### config.mk
export PLATFORM = sky130hd
export DESIGN_NAME = instr_fetch_queue
export DESIGN_NICKNAME = d
export VERILOG_FILES = /design/src/rtl/fetch_pkg.sv /design/src/rtl/fetch_fifo.sv /design/src/rtl/instr_fetch_queue.sv
export SDC_FILE = /design/constraint.sdc
export NUM_CORES = 1
export LEC_CHECK = 0
export BUFFER_PORTS_ARGS = -buffer_cell sky130_fd_sc_hd__buf_2
export CORE_MARGIN = 5
export CORE_UTILIZATION = 25
export CTS_BUF_LIST = sky130_fd_sc_hd__clkbuf_16
export CTS_CLUSTER_SIZE = 20
export DETAILED_ROUTE_END_ITERATION = 12
export SYNTH_ARGS = -nofsm -noshare
export SYNTH_HDL_FRONTEND = slang
export SYNTH_SLANG_ARGS = --single-unit
### constraint.sdc
create_clock -name CLK -period 3 [get_ports CLK]
set_input_delay 0 -clock CLK [delete_from_list [all_inputs] [get_ports CLK]]
set_output_delay 0 -clock CLK [all_outputs]
set_load 0.1 [all_outputs]
### src/rtl/fetch_pkg.sv
// Shared entry type and constants for the instruction prefetch queue.
package fetch_pkg;

  localparam int FETCH_WIDTH = 48;
  localparam logic [FETCH_WIDTH-1:0] NOP_INSTR = '0;

  typedef struct packed {
    logic [FETCH_WIDTH-1:0] pc;
    logic [FETCH_WIDTH-1:0] instr;
  } fetch_entry_t;

  function automatic fetch_entry_t make_entry(input logic [FETCH_WIDTH-1:0] pc,
                                              input logic [FETCH_WIDTH-1:0] instr);
    fetch_entry_t e;
    e.pc    = pc;
    e.instr = instr;
    return e;
  endfunction

endpackage

### src/rtl/fetch_fifo.sv
// Circular buffer of fetched {pc, instr} entries with flush, pointers wrap mod DEPTH.
module fetch_fifo
  import fetch_pkg::*;
#(
  parameter int DEPTH = 4
) (
  input  logic                         clk,
  input  logic                         rst_n,
  input  logic                         flush,
  input  logic                         push,
  input  logic                         pop,
  input  fetch_entry_t                 wr_data,
  output fetch_entry_t                 rd_data,
  output logic [$clog2(DEPTH+1)-1:0]   count
);

  localparam int PW = $clog2(DEPTH);
  localparam int CW = $clog2(DEPTH+1);
  localparam logic [CW-1:0] FULL = CW'(DEPTH);

  fetch_entry_t  mem [DEPTH];
  logic [PW-1:0] wr_ptr;
  logic [PW-1:0] rd_ptr;
  logic          do_pop;

  assign do_pop  = pop && (count != '0);
  assign rd_data = mem[rd_ptr];

  // Count is kept separately from the pointers so full and empty are unambiguous.
  always_ff @(posedge clk) begin
    if (!rst_n || flush) begin
      wr_ptr <= '0;
      rd_ptr <= '0;
      count  <= '0;
    end else begin
      if (push)   wr_ptr <= wr_ptr + 1'b1;
      if (do_pop) rd_ptr <= rd_ptr + 1'b1;
      case ({push, do_pop})
        2'b10:   count <= count + 1'b1;
        2'b01:   count <= count - 1'b1;
        default: count <= count;
      endcase
    end
  end

  always_ff @(posedge clk) begin
    if (rst_n && !flush && push) mem[wr_ptr] <= wr_data;
  end

  overflow_chk: assert property (@(posedge clk) disable iff (!rst_n || flush)
                                 !(push && count == FULL));

endmodule

### src/rtl/instr_fetch_queue.sv
// Prefetch queue between a 1-cycle synchronous instruction ROM and the CPU fetch stage.
module instr_fetch_queue
  import fetch_pkg::*;
#(
  parameter int               WIDTH    = FETCH_WIDTH,
  parameter int               DEPTH    = 4,
  parameter logic [WIDTH-1:0] PC_STEP  = WIDTH'(1),
  parameter logic [WIDTH-1:0] RESET_PC = '0
) (
  input  logic                       CLK,
  input  logic                       Reset,
  output logic                       RomEn,
  output logic [WIDTH-1:0]           RomAddr,
  input  logic [WIDTH-1:0]           RomInstr,
  input  logic                       Redirect,
  input  logic [WIDTH-1:0]           RedirectPC,
  output logic                       ValidF,
  input  logic                       ReadyF,
  output logic [WIDTH-1:0]           InstrF,
  output logic [WIDTH-1:0]           PCF,
  output logic [$clog2(DEPTH+1)-1:0] Count
);

  localparam int CW = $clog2(DEPTH+1);

  logic [WIDTH-1:0] fetch_pc;
  logic [WIDTH-1:0] req_pc;
  logic             inflight;
  logic             push;
  logic             pop;
  logic             head_valid;
  logic [CW-1:0]    fifo_count;
  logic [CW:0]      credit;
  fetch_entry_t     wr_entry;
  fetch_entry_t     head;

  // Credit counts the outstanding read but not a same-cycle pop, so a push never hits a full queue.
  assign credit  = {1'b0, fifo_count} + {{CW{1'b0}}, inflight};
  assign RomEn   = Reset && !Redirect && (credit < (CW+1)'(DEPTH));
  assign RomAddr = fetch_pc;

  assign push       = inflight && !Redirect;
  assign head_valid = Reset && (fifo_count != '0);
  assign pop        = head_valid && ReadyF;
  assign wr_entry   = make_entry(req_pc, RomInstr);

  assign ValidF = head_valid;
  assign InstrF = head_valid ? head.instr : NOP_INSTR;
  assign PCF    = head_valid ? head.pc : '0;
  assign Count  = Reset ? fifo_count : '0;

  // Reset beats redirect, and redirect beats issue; a redirect also drops the read in flight.
  always_ff @(posedge CLK) begin
    if (!Reset) begin
      fetch_pc <= RESET_PC;
      req_pc   <= '0;
      inflight <= 1'b0;
    end else if (Redirect) begin
      fetch_pc <= RedirectPC;
      inflight <= 1'b0;
    end else begin
      inflight <= RomEn;
      if (RomEn) begin
        req_pc   <= fetch_pc;
        fetch_pc <= fetch_pc + PC_STEP;
      end
    end
  end

  fetch_fifo #(.DEPTH(DEPTH)) u_fifo (
    .clk     (CLK),
    .rst_n   (Reset),
    .flush   (Redirect),
    .push    (push),
    .pop     (pop),
    .wr_data (wr_entry),
    .rd_data (head),
    .count   (fifo_count)
  );

endmodule

# Word level (Yosys, flattened, before mapping)
# Memories as Yosys holds them, arrays and structs flattened. A register that Yosys moved wholly into a read port is not among the register bits.
# Index checks and enable logic that the tools add are counted.
# W data, S select, Z words.
# word_totals
reg_bits	104
ram_bits	384
inputBits	100
out_inout_bits	149
word_cells	43
memories	1
# classes
add_sub_neg	6
order_cmp	1
n_eq_ne	2
n_mux	10
bitwise	2
reduce_logical	15
# mem_list
memory	depth	word_bits	read_ports	rd_ports_with_merged_regs	wr	line_no	source
u_fifo.mem	4	96	1	1	1	fetch_fifo.sv:21	fetch_entry_t mem [DEPTH];
# op_table
op	n
$mux W48	4
$add A48 B1 Y48 const B	1
$logic_and A1 B1 Y1	7
$pmux W3 S2	1
$add A2 B1 Y2 const B	2
$add A3 B1 Y4	1
$lt A4 B3 Y1 const B	1
$mux W2	2
$reduce_bool A2 Y1	2
$add A3 B1 Y3 const B	1
$mux W3	1
$reduce_bool A3 Y1	1
$sub A3 B1 Y3 const B	1
$eq A2 B1 Y1 const B	1
$eq A2 B2 Y1 const B	1
$logic_not A1 Y1	2
$mux W1	2
$not A1 Y1	2
$reduce_and A2 Y1	1
$reduce_or A2 Y1	1
$logic_or A1 B1 Y1	1

# Logic depth before layout (Yosys ltp)
# Gate-level depths: netlist (run 1).
# depth
word_depth	6
mapped_depth	9
depth_no_buf	8

# By module
# Synthesis (run 1) repeated with hierarchy kept, for this count alone.
# hier_totals
hier_cells	1268
hier_area_um2	19642.6
# by_module_without_submodules
mod	instances	cells_per_inst	area_per_inst_um2	seq_area_each_um2
fetch_fifo	1	550	14307.5	11711.2
instr_fetch_queue	1	718	5335.1	1941.9

# Worst setup path after synthesis (run 1)
# No wires, ideal clock.
# synth_timing
kind	register -> register
startpoint	register inflight
endpoint	memory u_fifo.mem[0][0] (netlist bit) (enable)
setup_ns	0.466
arrival_time_ns	2.836
required_ns	2.534
path_slack_ns	-0.303
path_stages_with_launch	3
n_path_buf	1
synth_period_minus_slack_ns	3.303
path_cell_list	dfxtp_1 -> clkbuf_1 -> and3_1
# synth_between
elab_chain_cells	4
# synth_lines
item	line_no	source
from (decl)	instr_fetch_queue.sv:28	logic inflight;
from (signal assigned)	instr_fetch_queue.sv:62	inflight <= RomEn;
$logic_and A1 B1 Y1	instr_fetch_queue.sv:42	assign push = inflight && !Redirect;
$logic_and A1 B1 Y1	fetch_fifo.sv:47	if (rst_n && !flush && push) mem[wr_ptr] <= wr_data;
$mux W1	fetch_fifo.sv:47	
$mux W1 (implied by the code)	fetch_fifo.sv:47	
to (decl)	fetch_fifo.sv:21	
# No other way between the ends.

# Final worst setup path (run 1)
# layout_timing
startpoint	register fetch_pc[0] (netlist: RomAddr[0])
endpoint	register fetch_pc[38] (netlist: RomAddr[38])
# layout_between
elab_chain_cells	3
# layout_lines
item	line_no	source
from (decl)	instr_fetch_queue.sv:26	logic [WIDTH-1:0] fetch_pc;
from (signal assigned)	instr_fetch_queue.sv:59	fetch_pc <= RedirectPC;
from (signal assigned)	instr_fetch_queue.sv:65	fetch_pc <= fetch_pc + PC_STEP;
$add A48 B1 Y48	instr_fetch_queue.sv:65	
$mux W48	instr_fetch_queue.sv:63	if (RomEn) begin
$mux W48	instr_fetch_queue.sv:58	end else if (Redirect) begin
# No other way between the ends. The select of a mux whose other input is x is not followed.
# A chain may end at the register's enable or synchronous reset.

==> results.yml, run 1 <==
power:
  combinationalPowerShare_pct: 7.0
  peakVddDrop_v: 0.0004372
  p_per_area_nw_per_um2: 590.3
  clkPwrFrac_pct: 42.8
  seqPwrFrac_pct: 50.2
  intPower_w: 0.01132
  p_sw_share_pct: 24.26
  p_leak_nw: 9.003
  switchingPower_w: 0.003627
detailed_routing:
  firstDrtPassIters: 5
  drcViolationCount: 0
  wl_per_cell_microns: 20.24
  routed_wirelength_mm: 55.74
  vias: 12751
  ant_nets: 0
  viasPerCell: 4.630
  drtIter0Drc: 1149
global_routing:
  use_met1_pct: 17.36
  grtUsageTotal_pct: 12.77
  grt_max_degree: 98
  grt_overflow_total: 0
  met2_usage_pct: 20.02
  grt_pass1_vias: 13037
  grt_pass1_wl_mm: 83.52
  use_met3_pct: 3.049
  antenna_found_initial: 3
  busiest_layer: "met2"
synthesis:
  ys.flop_type: "edfxtp_1"
  synthesis.nets: 1394
  synth_cell_types: 52
  synth_top_cell_area_share_pct: 58.67
  yosysWarnings: 0
  async_flop_share_pct: 0
  netlist_instances: 1287
  yosysTopAreaCell: "edfxtp_1"
  synth.area.top_cells: "edfxtp_1 59%, mux4_2 11%, dfxtp_1 11%, and2_1 3.5%, nand2_1 2.8%"
  ys_ff_latch: 490
  syn_avg_cell_area_sq_um: 15.27
  ys_seq_area_share_pct: 69.47
  synth_edf_count: 384
  synth_area_sq_um: 19650
clock_network:
  cts_buffer_depth: 3
  cts-root-buf: "clkbuf_16"
  htreeDepth: 2
  cts.sinks: 490
  tritoncts: "done"
  numCtsBuffers: 55
  clk_latency_ns: 0.61
  clk_pin_slew_worst_paths_ns: 0.06
  post_cts_buffers: 0
critical_path:
  crit_chain: "ha_1 -> nand4_2 -> nor4_1 -> buf_4 -> nand4_1 -> mux2_2 -> o211ai_1 -> dlygate4sd3_1"
  critPathLaunchType: "flip-flop"
  worst-r2r-setup-slack_ns: 0.35
  worstSetupPathType: "flip-flop to flip-flop"
  reg2reg_to: "RomAddr[38]"
  critPathTopFamily: "simple AND/OR/NAND/NOR gates"
  crit_buf_inv: 2
  end_kind: "flip-flop"
  path_max_fanout: 7
  cp.arrival_ns: 3.16
  cpPeakStageDelay_ns: 0.55
  cp_slowest_cell: "dlygate4sd3_1"
  crit_required_ns: 3.51
  rr_startpoint: "RomAddr[0]"
  reg2regPathDepth: 8
finish:
  diodes: 0
  syn_to_final_growth_pct: 28.88
  final_common_cell: "edfxtp_1"
  design_area_sq_um: 25330
  nFillCells: 7612
  instances_no_fill: 2754
  drive_above_1_share_pct: 29.00
  layout_common_cells: "384 x edfxtp_1, 247 x buf_2, 146 x nand2_1"
  num-nets-final: 1780
worst_hold_path:
  hold_depth: 2
  hp-start: "RomInstr[8]"
  hp-class: "input pin to flip-flop"
  min_to: "u_fifo.mem[0][8]"
timing:
  rsz0062_at_grt: "no"
  finalClockSkew_ns: 0.02681
  slew_headroom_pct: 34.50
  fmax_ghz: 0.3769
  fin_crit_sh_pct: 88.43
  setup_viol: 0
  hold_viol: 0
  finalMaxSlewViolations: 0
  finalSetupTns_ns: 0
  post-route-min-period_ns: 2.653
  worst_pin_slew_ns: 0.9825
floorplan:
  die_width_microns: 290.4
  core_area_sq_um: 77720
  die_h_microns: 290.4
  initial_core_util_pct: 25.29
  dieArea_sq_um: 84320
  boundaryPins: 249
  num_rows: 102
place:
  dpl_cell_area_sq_um: 22390
  place.gp.congestion: 0.8549
  dp_cells: 2535
  portBuffers: 248
  post-dp-hpwl_mm: 36.93
run_status:
  status: "complete, no violations"
flow_run:
  cap_violations: 0
## kinds of logic after synthesis
group	share of synthesized area [%]
multiplexers	11.67
AND/OR/NAND/NOR	10.85
XOR/XNOR	0.4902
flip-flops	69.47
adder cells (fa/ha/maj)	0.4838
buffers and inverters	2.018
AO/OA/AOI/OAI	5.023
## cell usage after synthesis (all sizes together) (2+ instances only)
| library cell | number |
|---|---|
| a32oi | 3 |
| o22ai | 2 |
| o21ai | 20 |
| a22oi | 6 |
| nor4 | 14 |
| nor4b | 2 |
| clkbuf | 57 |
| xor2 | 6 |
| o211ai | 5 |
| nor2 | 32 |
| and2 | 109 |
| or3 | 9 |
| nand2 | 146 |
| xnor2 | 5 |
| nand3 | 20 |
| a2bb2oi | 2 |
| ha | 6 |
| buf | 24 |
| edfxtp | 384 |
| a21oi | 84 |
| o311ai | 2 |
| inv | 20 |
| nor3 | 7 |
| nand4 | 26 |
| o221ai | 3 |
| nand2b | 4 |
| and3 | 17 |
| and4 | 9 |
| mux4 | 96 |
| a211o | 3 |
| a31oi | 18 |
| mux2i | 3 |
| or4 | 8 |
| dfxtp | 106 |
| mux2 | 9 |
| a311oi | 2 |
| a311o | 5 |
| o31a | 5 |
## power by group through the flow
| stage | logic, W | registers (W) | clock network (W) |
|---|---|---|---|
| finish | 0.00105 | 0.00750 | 0.00640 |
| global route | 0.00110 | 0.00751 | 0.00690 |
| CTS | 0.00105 | 0.00749 | 0.00659 |
| detailed placement | 0.000923 | 0.00764 | 0 |
| global placement | 0.000912 | 0.00763 | 0 |
| floorplan | 0.000321 | 0.00791 | 0 |
## worst reg2reg max path, cell delays in order (launching register included)
cell and delay [ns]:
dfxtp_2 0.38, ha_1 0.28, nand4_2 0.24, nor4_1 0.33, buf_4 0.21, nand4_1 0.19
mux2_2 0.30, o211ai_1 0.07, dlygate4sd3_1 0.55
## repair_timing
item,CTS,global route
endpoints found under the setup margin,0,0
gates resized for setup,0,0
endpoints found under the hold margin,249,0
hold buffers,121,0
## sequential cells by signal, summed over array words and instances (netlist names), named ones only
| register | flops |
|---|---|
| inflight | 1 |
| u_fifo.wr_ptr | 2 |
| req_pc | 48 |
| u_fifo.rd_ptr | 2 |
| u_fifo.mem | 384 |
| u_fifo.count | 3 |
| RomAddr | 48 |
## metal layers
metal,share of wire (%),vias up
met4,3.4,0
li1,-,5748
met5,0,-
met2,46,516
met3,7.6,84
met1,43,6403
## through the flow
stage / utilization (%) / hold WS, ns / worst slack, ns / total power, W
finish: 32.59 / 0.1607 / 0.3470 / 0.01495
global route: 32.59 / 0.1348 / 0.1821 / 0.01551
CTS: 32.59 / 0.1140 / 0.2366 / 0.01514
detailed placement: 28.81 / 0.2191 / 0.4134 / 0.008561
global placement: 28.81 / 0.2103 / 0.4301 / 0.008539
floorplan: - / 0.09887 / 0.001695 / 0.008233
## area by class of cell
type,instances,area (sq um),share of cell area (%)
sequential,490,13660,53.94
multi-input combinational,696,5627,22.21
timing repair buffer,410,2938,11.60
clock buffer,57,1426,5.631
tap,1040,1301,5.137
clock inverter,41,299.0,1.181
inverter,20,76.32,0.3013
## worst max-delay path by stage
stage                     cells after the start  slack [ns]  startpoint          end
final                                         8        0.35  RomAddr[0]  RomAddr[38]
after global routing                          4        0.18   flip-flop       PCF[5]
after floorplan                               5       0.002  RomAddr[5]  RomAddr[47]
after CTS                                     4        0.24   flip-flop      PCF[13]
after detailed placement                      6        0.41  RomAddr[0]  RomAddr[44]
after global placement                        6        0.43  RomAddr[0]  RomAddr[44]
(Power assumes the default switching activity.)
==> run 2, diff against run 1 <==
--- a/config.mk
+++ b/config.mk
@@ -11,6 +11,7 @@
 export CTS_BUF_LIST = sky130_fd_sc_hd__clkbuf_16
 export CTS_CLUSTER_SIZE = 20
 export DETAILED_ROUTE_END_ITERATION = 12
+export RECOVER_POWER = 100
 export SYNTH_ARGS = -nofsm -noshare
 export SYNTH_HDL_FRONTEND = slang
 export SYNTH_SLANG_ARGS = --single-unit
==> constraint.sdc (replaced) <==
create_clock -name CLK -period 3 [get_ports CLK]
set_input_delay 0.45 -clock CLK [delete_from_list [all_inputs] [get_ports CLK]]
set_output_delay 0.45 -clock CLK [all_outputs]
set_load 0.1 [all_outputs]
==> run 2 against run 1 <==
Effect of this change: the run now ends with capacitance limit, slew limit left; final cell count is 4.1% lower; first-iteration DRC count decreased by 12%; fmax is 7.6% lower; register-to-register slack worse by 0.11 ns.
==> results.yml, run 2 (synthesis results as in run 1) <==
run_status:
  status: "complete, but fails checks"
  violations: "capacitance limit, slew limit"
finish:
  drive_above_1_share_pct: 23.83
  final_common_cell: "edfxtp_1"
  design_area_sq_um: 25020
  num-nets-final: 1661
  largest_register: "u_fifo.mem"
  layout_common_cells: "384 x edfxtp_1, 146 x nand2_1, 103 x dfxtp_1"
  syn_to_final_growth_pct: 27.29
  instances_no_fill: 2642
  nFillCells: 7618
  largest_reg_flops: 384
detailed_routing:
  firstDrtPassIters: 7
  wl_per_cell_microns: 20.77
  viasPerCell: 4.650
  ant_nets: 0
  routed_wirelength_mm: 54.88
  drtIter0Drc: 1014
  vias: 12286
  drcViolationCount: 0
place:
  post-dp-hpwl_mm: 37.20
  portBuffers: 248
  dp_cells: 2537
  place.gp.congestion: 0.8521
  dp_slack_ns: 0.3219
  dpl_cell_area_sq_um: 23600
timing:
  setup_ws_ns: 0.1292
  post-route-min-period_ns: 2.871
  finalSetupTns_ns: 0
  hold_viol: 0
  finalMaxSlewViolations: 1
  fin_crit_sh_pct: 95.69
  fmax_ghz: 0.3483
  worst_pin_slew_ns: 1.516
  fin_hold_ws_ns: 0.09308
  setup_viol: 0
  rsz0062_at_grt: "no"
  slew_headroom_pct: -0.6494
  finalClockSkew_ns: 0.02879
global_routing:
  busiest_layer: "met2"
  use_met1_pct: 17.24
  grt_pass1_vias: 12513
  grt_overflow_total: 0
  antenna_found_initial: 6
  grt_max_degree: 73
  met2_usage_pct: 20.36
  use_met3_pct: 3.378
  grtUsageTotal_pct: 12.58
  grt_pass1_wl_mm: 81.95
floorplan:
  boundaryPins: 249
  num_rows: 102
  core_area_sq_um: 77720
  die_width_microns: 290.4
  die_h_microns: 290.4
  dieArea_sq_um: 84320
  initial_core_util_pct: 25.29
critical_path:
  crit_required_ns: 2.55
  path_max_fanout: 72
  setup.worst_path.start: "u_fifo.count[2]"
  critPathLaunchType: "flip-flop"
  rr_startpoint: "RomAddr[0]"
  cp.arrival_ns: 2.42
  end_kind: "output port"
  worstSetupPathType: "flip-flop to output port"
power:
  switchingPower_w: 0.003510
  peakVddDrop_v: 0.0004938
  p_leak_nw: 8.301
  combinationalPowerShare_pct: 6.2
  seqPwrFrac_pct: 50.5
  intPower_w: 0.01133
  p_per_area_nw_per_um2: 593.2
  clkPwrFrac_pct: 43.3
  p_sw_share_pct: 23.66
clock_network:
  cts-root-buf: "clkbuf_16"
  tritoncts: "done"
  clk_latency_ns: 0.60
  htreeDepth: 2
  clk_pin_slew_worst_paths_ns: 0.06
  numCtsBuffers: 53
  hold_buffers: 0
  cts_buffer_depth: 3
  cts.sinks: 490
worst_hold_path:
  hp-class: "input pin to flip-flop"
  hp-start: "RedirectPC[11]"
flow_run:
  cap_violations: 1
run 2: cell count changes in the layout (fill, tap and decap cells not counted), moves of 4 or more:
cell,change
and3_4,-4
clkbuf_16,-4
clkbuf_4,+7
and2_0,+41
buf_2,-185
clkinv_1,+9
buf_4,-5
bufinv_16,+4
buf_12,+67
clkbuf_2,+14
clkbuf_1,+101
and3_1,+4
and2_1,-41
dlygate4sd3_1,-121
run 2: worst max-delay path, cell delays in order, from the launching register on:
cell and delay, ns:
dfxtp_1 0.48, o31a_2 0.29, clkbuf_8 0.45, and2_0 0.30, buf_12 0.21
run 2: worst paths after layout:
kind / slack [ns] / to / cells after the start
worst min-delay path: 0.09 / RomAddr[11] / 3
worst max-delay path: 0.13 / InstrF[14] / 4
worst min register to register: 0.50 / RomAddr[1] / 2
worst max register to register: 0.24 / RomAddr[22] / 7
run 2: area by class of cell:
class	instances	area, sq um	area share, %
Multi-Input combinational cell	696	5583	22.32
Clock buffer	53	1326	5.302
Clock inverter	47	402.9	1.610
Tap cell	1040	1301	5.202
Inverter	20	76.32	0.3051
Antenna cell	3	7.507	0.03001
Sequential cell	490	13660	54.61
Timing Repair Buffer	293	2658	10.62
run 2: stage by stage:
step	utilization (%)	power, W
final	32.19	0.01484
after global routing	32.18	0.01538
after CTS	32.62	0.01507
after detailed placement	30.36	0.008591
after global placement	30.36	0.008570
after floorplan	-	0.008233
run 2: timing repair:
item / in CTS / in global routing
endpoints found under the setup margin: 39 / 0
hold endpoints to repair: 0 / 0
buffers inserted: 2 / 0
gates resized for setup: 1 / 0
run 2: routing by layer:
metal  vias to the layer above  wire (microns)
met5                         -              30
met4                         4            1035
met3                        78            4386
met2                       497           25640
met1                      6217           23790
li1                       5490               -
run 2: power groups by stage:
stage | Combinational, W | Sequential, W | Clock [W]
3_3_place_gp | 0.000939 | 0.00763 | 0
4_1_cts | 0.000955 | 0.00749 | 0.00662
3_5_place_dp | 0.000952 | 0.00764 | 0
6_report | 0.000918 | 0.00750 | 0.00642
2_1_floorplan | 0.000321 | 0.00791 | 0
5_1_grt | 0.000970 | 0.00751 | 0.00690
